[src/rtl/arb_pkg.sv]
// Shared definitions for the round-robin arbiter family:
// FSM encoding, requester count and a width helper.
package arb_pkg;

    localparam int NUM_REQ = 4;
    localparam int SEL_W = 2;

    localparam logic IDLE = 1'b0;
    localparam logic BUSY = 1'b1;

    function automatic int clog2(input int v);
        int r;
        r = 0;
        while ((1 << r) < v) r++;
        return r;
    endfunction

endpackage

[src/rtl/rr_pick_4.sv]
// Combinational round-robin pick over 4 requests,
// starting the scan just after last_grant.
module rr_pick_4
    import arb_pkg::*;
(
    input  logic [NUM_REQ-1:0] req,
    input  logic [SEL_W-1:0]   last_grant,
    output logic [SEL_W-1:0]   winner,
    output logic               any
);

    logic [SEL_W-1:0] idx;

    // Scan from farthest to nearest so the nearest set bit wins.
    always_comb begin
        winner = '0;
        idx = '0;
        for (int k = NUM_REQ; k >= 1; k--) begin
            idx = last_grant + SEL_W'(k);
            if (req[idx]) winner = idx;
        end
    end

    assign any = |req;

endmodule

[src/rtl/rr_burst_arbiter_4.sv]
// Round-robin burst arbiter: 4 requesters share one registered
// output stage; grant is held per burst or until MAX_BURST beats.
module rr_burst_arbiter_4
    import arb_pkg::*;
#(
    parameter int DATA_WIDTH = 32,
    parameter int MAX_BURST = 16
) (
    input  logic                  clk,
    input  logic                  rst_n,
    input  logic [3:0]            req_valid,
    input  logic [3:0]            req_last,
    input  logic [DATA_WIDTH-1:0] req_data0,
    input  logic [DATA_WIDTH-1:0] req_data1,
    input  logic [DATA_WIDTH-1:0] req_data2,
    input  logic [DATA_WIDTH-1:0] req_data3,
    output logic [3:0]            req_ready,
    output logic [1:0]            mux_sel,
    output logic                  out_valid,
    output logic [DATA_WIDTH-1:0] out_data,
    output logic                  out_last,
    output logic [1:0]            out_src,
    input  logic                  out_ready
);

    localparam int CNT_W = clog2(MAX_BURST + 1);
    localparam logic [CNT_W-1:0] LAST_CNT = CNT_W'(MAX_BURST - 1);

    logic             state;
    logic [SEL_W-1:0] last_grant;
    logic [CNT_W-1:0] beat_cnt;
    logic [SEL_W-1:0] winner;
    logic             any;
    logic             take;
    logic             accept;
    logic             term;
    logic [DATA_WIDTH-1:0] sel_data;

    rr_pick_4 u_pick (
        .req        (req_valid),
        .last_grant (last_grant),
        .winner     (winner),
        .any        (any)
    );

    always_comb begin
        unique case (mux_sel)
            2'd0: sel_data = req_data0;
            2'd1: sel_data = req_data1;
            2'd2: sel_data = req_data2;
            2'd3: sel_data = req_data3;
        endcase
    end

    assign take = !out_valid || out_ready;
    assign accept = (state == BUSY) && req_valid[mux_sel] && take;
    assign term = req_last[mux_sel] || (beat_cnt == LAST_CNT);

    always_comb begin
        req_ready = '0;
        if (state == BUSY) req_ready[mux_sel] = take;
    end

    always_ff @(posedge clk or negedge rst_n) begin
        if (!rst_n) begin
            state <= IDLE;
            mux_sel <= '0;
            last_grant <= 2'd3;
            beat_cnt <= '0;
        end else begin
            case (state)
                IDLE: begin
                    if (any) begin
                        mux_sel <= winner;
                        beat_cnt <= '0;
                        state <= BUSY;
                    end
                end
                default: begin
                    if (accept) begin
                        if (term) begin
                            state <= IDLE;
                            last_grant <= mux_sel;
                            beat_cnt <= '0;
                        end else begin
                            beat_cnt <= beat_cnt + 1'b1;
                        end
                    end
                end
            endcase
        end
    end

    // A new accept reloads the stage in the same cycle it drains.
    always_ff @(posedge clk or negedge rst_n) begin
        if (!rst_n) begin
            out_valid <= 1'b0;
            out_data <= '0;
            out_last <= 1'b0;
            out_src <= '0;
        end else if (accept) begin
            out_valid <= 1'b1;
            out_data <= sel_data;
            out_last <= term;
            out_src <= mux_sel;
        end else if (out_valid && out_ready) begin
            out_valid <= 1'b0;
        end
    end

endmodule
[config.mk]
export PLATFORM = sky130hd
export DESIGN_NAME = rr_burst_arbiter_4
export DESIGN_NICKNAME = d
export VERILOG_FILES = /design/src/rtl/arb_pkg.sv /design/src/rtl/rr_pick_4.sv /design/src/rtl/rr_burst_arbiter_4.sv
export SDC_FILE = /design/constraint.sdc
export NUM_CORES = 1
export LEC_CHECK = 0
export CAP_MARGIN = 25
export CORE_MARGIN = 2
export CORE_UTILIZATION = 30
export CTS_CLUSTER_DIAMETER = 100
export CTS_CLUSTER_SIZE = 28
export DETAILED_ROUTE_END_ITERATION = 16
export HOLD_SLACK_MARGIN = 0.1
export MAX_ROUTING_LAYER = met4
export PLACE_DENSITY_LB_ADDON = 0.3
export SLEW_MARGIN = 10
export SYNTH_ARGS = -nofsm -noshare
export SYNTH_HDL_FRONTEND = slang
export SYNTH_SLANG_ARGS = --single-unit
[constraint.sdc]
create_clock -name clk -period 2 [get_ports clk]
set_input_delay 0.4 -clock clk [delete_from_list [all_inputs] [get_ports clk]]
set_output_delay 0.4 -clock clk [all_outputs]
set_load 0.02 [all_outputs]
==> summary by stage <==
Outcome
The flow ran to the end, and the final reports show no timing, DRC or antenna violations.

Clock tree
In this run the post-CTS setup repair buffer count came out at 0. The clock tree root buffer cell is clkbuf_8. The H-tree was split into 2 levels.

CTS saw 46 sinks. The number of buffers created by CTS is 5. At the later pin of the worst-skew pair, clock insertion delay measures 0.30 ns.

The clock passes through at most 2 buffers. The clock slew seen by the registers of the worst setup and hold paths is 0.09 ns. The CTS tree is built.

STA
The count of endpoints failing hold in the final timing report is 0. Setup violations remaining at the end of the flow were counted as 0. The maximum frequency from static timing analysis is 0.5288 GHz. The final critical-path required period is 1.891 ns. At the pin with the least slew margin, the transition time is 0.5602 ns.

Across the routed clock network, the largest skew measured is 0.007295 ns. After layout, the worst path uses 94.55% of the clock period. Setup repair after global routing left no endpoint under its margin. The worst slack on hold paths is 0.4977 ns. The number of slew-limit violations in the final report is 0. The final critical-path setup slack is 0.1091 ns. The worst pin sits at a relative slew slack of 62.65%.

Yosys
The synthesized design contains 0 enable-type register cells. The mapped netlist covers 2861 um^2. For this run, the leading register cell type out of synthesis is dfrtp_1. Ranked by instance count, the synthesized netlist is headed by dfrtp_1, mux4_2, mux2_4, mux2_2, nand2_1. After synthesis, the mean cell area works out to 15.30 um^2. Among all cell types in the netlist, the one instantiated most often is dfrtp_1. The post-synthesis cell type with the largest combined area is dfrtp_1.

Synthesis produced 187 cells. During synthesis, Yosys emitted a total of 0 warnings. The number of nets handed over by synthesis was 328. Sequential elements use 40.31% of the synthesized area. After synthesis, the netlist uses 33 different library cells. For this run, asynchronously set or reset flops after synthesis account for 100.0%. Ranked by total cell area, the synthesized netlist is headed by dfrtp_1, mux4_2, mux2_4. Of the post-synthesis cell area, the dominant cell type holds 38.48%. The number of register bits inferred by synthesis is 46.

Finish
Relative to the synthesized area, the layout overhead comes to 74.73%. The net count of the finished layout is 522. The total inserted antenna cells is 0. The share of the core filled with cells in the final layout is 54.11%. Leaving out filler cells and counting taps, the final layout contains 511. With fillers left out, the area of the finished cells amounts to 5000 um^2. Cells with a size suffix above 1 make up 28.01% of the layout.

Global route
The number of global-route vias before repair was 2614. The first global-routing pass estimated 12900 um of wire. For this run, the total global-route usage over all layers was measured as 16.51%. The pin count of the biggest net entering global routing is 25. The initial antenna violation count was 0. The global route total overflow is 0.

Drt
The routed length per instance is 16.15 um. The routed wire length is 8253 um. In the final routing, the length of wire on met1 measures 3249 um. Once detail routing completed, the nets flagged for antenna violations numbered 0. Wire segments on met3 add up to 569 um in the final route. In the detailed route, the total length drawn on met2 is 4319 um. Detailed routing inserted a total of 2409 vias.

After the first detailed-routing iteration, the DRC count stood at 29. Using the TritonRoute via totals, the vias-per-cell ratio works out to 4.714. For this run, the detailed router's first-pass iteration total came to 4.

After detailed routing, the number of remaining DRC violations is 0. Routed signal wires occupy layers up through met4.

Placement
The congestion estimate from routability-driven global placement came to 0.7902. The cell area after placement is 4916 um^2. The number of port buffers is 180.

Summed over all nets, the half-perimeter wirelength after detailed placement is 6643 um. Before CTS, the worst setup slack after placement is -0.2725 ns. The total placed cells including tap cells is 502.

Die
The number of rows created at floorplan is 35. The floorplan step set the die height to 101.7 um. The placeable core region is 9240 um^2. The starting utilization of the core area is 30.97%. The die boundary width is 101.7 um. During I/O placement, the number of pins put on the boundary was 181. The die covers 10340 um^2.

Critical path
The minimum setup slack among reg-to-reg paths is 0.11 ns. In this run the critical register-to-register path is captured at out_data[15]. The slowest stage of the critical path is the mux4_2 cell. The signal arrival time at the worst endpoint is 2.08 ns. The number of cells on the worst reg-to-reg path is 4. The kind of critical path is reg2reg. Data on the critical path is required at its endpoint by 2.18 ns. The signal on the critical path passes through mux4_2 -> and3_4 -> buf_12 -> mux2_4. Of all nets on the critical path, the largest fanout is 18. The worst stage delay on the critical path is 0.57 ns. The worst setup path is launched from a flip-flop.

The startpoint of the worst register-to-register path is mux_sel[0]. The kind of end point of the critical path is a flip-flop.

Power
The reported leakage power is 0.002015 uW. Across the VDD grid, the largest voltage drop is 739.1 uV. Dividing total power by cell area gives a power density of 1334 nW/um^2.

Run
Across the run, the number of max-cap violations was 0.

Hold path
The class of the tightest hold or removal check is reg2reg. The worst hold path terminates at out_src[1]. The start point of the worst hold path is out_src[1].

The worst hold path was traced through 2 stages.
worst max-delay path, delay by kind of cell (launching register included):
family	cells	cell delay [ns]
buf+inv	1	0.16
simple gates	1	0.23
flops	1	0.50
mux	2	0.87
layer usage:
metal  up-vias  GRT usage, %
li1       1117             -
met1      1180         19.03
met2        98         29.55
met3        14         3.313
met4         0         3.638
met5         -             -
power breakdown:
part | switching [uW] | leakage, uW | internal (uW) | total [uW]
Combinational | 1780 | 0.00143 | 2590 | 4370
Sequential | 313 | 0.000540 | 1400 | 1710
Clock | 311 | 0.0000482 | 279 | 590
worst max path at each step:
stage,slack (ns),cells after the start,from,to
floorplan,-0.09,4,mux_sel[1],req_ready[2]
global placement,-0.23,5,out_ready,req_ready[3]
detailed placement,-0.27,5,out_ready,req_ready[1]
CTS,0.007,5,out_ready,req_ready[0]
global route,0.03,5,out_ready,req_ready[2]
finish,0.11,4,mux_sel[0],out_data[15]
flip-flops by register name, indices dropped and copies added (netlist names):
register	count
mux_sel	2
out_src	2
beat_cnt	5
out_data	32
out_valid	1
out_last	1
state	1
last_grant	2
area by class of cell:
cell class | count | area (um^2)
Multi-Input combinational cell | 122 | 1583
Tap cell | 129 | 161.4
Clock buffer | 7 | 86.33
Timing Repair Buffer | 201 | 1989
Sequential cell | 46 | 1156
Inverter | 5 | 18.77
Clock inverter | 1 | 5.005
Fill cell | 807 | 4240
placed cells by master (no fill, tap or decap), types with 2 or more instances in the layout:
master and count:
clkdlybuf4s50_1 174, dfrtp_1 42, mux4_2 34, mux2_4 27
buf_4 15, nand2_1 8, mux2_2 8, o21ai_0 7
clkbuf_8 6, inv_1 5, nor2_1 5, nor3_1 4
a21oi_1 4, clkbuf_2 4, buf_12 4, and3_1 2
nand2b_1 2, nand3_1 2, o22ai_1 2, mux2i_1 2
nand4_1 2, xor2_1 2, ha_1 2, dfstp_2 2
dfrtp_2 2
what timing repair did:
| action | 4_1_cts | 5_1_grt |
|---|---|---|
| gates resized for setup | 5 | 13 |
| hold buffers | 1 | 0 |
| setup endpoints to repair | 5 | 6 |
| endpoints found under the hold margin | 14 | 0 |
per-stage QoR:
step | power (uW) | setup TNS (ns)
5_1_grt | 7092 | 0
3_3_place_gp | 6102 | -4.962
4_1_cts | 6782 | 0
2_1_floorplan | 4516 | -0.2592
3_5_place_dp | 6189 | -6.279
6_report | 6671 | 0
kinds of logic after synthesis:
group,share of synthesized area [%]
xor gates and xnor gates,0.6123
adders and majority gates,0.8744
DFF,40.31
AOI/OAI and AO/OA,4.110
and+or+nand+nor,4.941
muxes,44.77
buffers and inverters,4.372
(Power assumes the default switching activity.)
==> patch (config.mk and constraints unchanged) <==
The parameter `DATA_WIDTH` goes from 32 to 64.
--- a/src/rtl/rr_burst_arbiter_4.sv
+++ b/src/rtl/rr_burst_arbiter_4.sv
@@ -4,5 +4,5 @@
     import arb_pkg::*;
 #(
-    parameter int DATA_WIDTH = 32,
+    parameter int DATA_WIDTH = 64,
     parameter int MAX_BURST = 16
 ) (
Interface: changed (5 resized); port bits go from 181 to 341. No check against the original RTL was run, so the function may have changed too.
==> patch against the unedited design <==
The flow now finishes with violations (setup timing). Die area is 64% higher. Design area grew 78%. Total power grew 82%. Area after synthesis is 67% higher. Sequential share of layout area shrank 1.0 points. Worst setup slack worse by 0.13 ns. Wire length increased by 97%. Sequential cell count up 32. Critical path type unchanged. Critical endpoint is now beat_cnt[2]$_DFFE_PN0P_. Highest routed layer unchanged.
==> patch: results (changes against the unedited design) <==
The wire length of the first global-routing pass came out at 23650 um (+83%). The post-detailed-placement cell area is 8591 sq um (+75%). The wire length per cell after detailed routing is 18.58 um (+15%). The part of the Yosys area used for sequential elements is 0.4086 (+0.005431). The half-perimeter wire length after placement is 13100 um (+97%). The flow ran to the end, but the final reports show violations. The final reports fail on setup timing.

The routed wire length on met2 came out at 8993 um (+110%). The post-place setup slack is -0.3094 ns (-0.03690 ns). The smallest setup slack after layout came out at -0.02503 ns (-0.1341 ns). The final net count came to 922 (+77%).

By area the synthesized netlist is led by sky130_fd_sc_hd__dfrtp_1 40%, sky130_fd_sc_hd__mux4_2 31%, sky130_fd_sc_hd__mux2_2 12%. The cell count after placement came out at 857 (+71%). The first-pass iteration count of the detailed router came out at 6 (+2).

The logic depth of the worst register-to-register path is 5 (+1). The number of CTS-inserted buffers came out at 9 (+4). The mean instance size in the synthesized netlist is 16.00 sq um (+4.5%). By count the netlist is led by 76 x sky130_fd_sc_hd__dfrtp_1, 66 x sky130_fd_sc_hd__mux4_2, 50 x sky130_fd_sc_hd__mux2_2.

The delay of the slowest cell on the worst path is 0.54 ns (-0.03 ns). The clock insertion delay at the later pin of the skew report came out at 0.33 ns (+0.03 ns). The number of global-route vias before repair was 4701 (+80%). The H-tree depth is 3 (+1). The global routing usage summed across all routing layers was 0.1889 (+0.02375). The largest registers in the layout are out_data: 64 flops, beat_cnt: 5 flops. The final number of setup-violating endpoints came out at 1 (+1). The total via count after detailed routing came out at 4245 (+76%). The largest net degree at the start of global routing came out at 41 (+64%). The sum of routed wire segments on met1 is 5642 um (+74%). The global routing met1 resource utilization is 0.1903 (about the same).
==> patch: cell families (layout without fill, tap and decap cells) <==
| group | count (synthesis) | in the layout | synth area share |
|---|---|---|---|
| compound gates | 23 | 23 | 0.03244 |
| fa+ha+maj | 2 | 2 | 0.005231 |
| buf+inv | 29 | 388 | 0.03269 |
| flops | 78 | 78 | 0.4086 |
| mux | 135 | 135 | 0.4860 |
| simple gates | 32 | 32 | 0.03505 |
==> patch: metrics by stage <==
step,util,setup TNS [ns],hold WS (ns)
6_report,0.5654,-0.02503,0.4823
5_1_grt,0.5654,-0.04990,0.5179
4_1_cts,0.5640,0,0.4855
3_5_place_dp,0.5467,-10.96,0.4091
3_3_place_gp,0.5467,-9.356,0.4066
2_1_floorplan,-,-0.8340,0.1044
==> patch: cell type report <==
cell class	instances	area, sq um
Tap cell	216	270.3
Sequential cell	78	1962
Fill cell	1319	6829
Inverter	4	15.01
Clock buffer	13	240.2
Timing Repair Buffer	368	3679
Clock inverter	3	15.01
Multi-Input combinational cell	192	2703
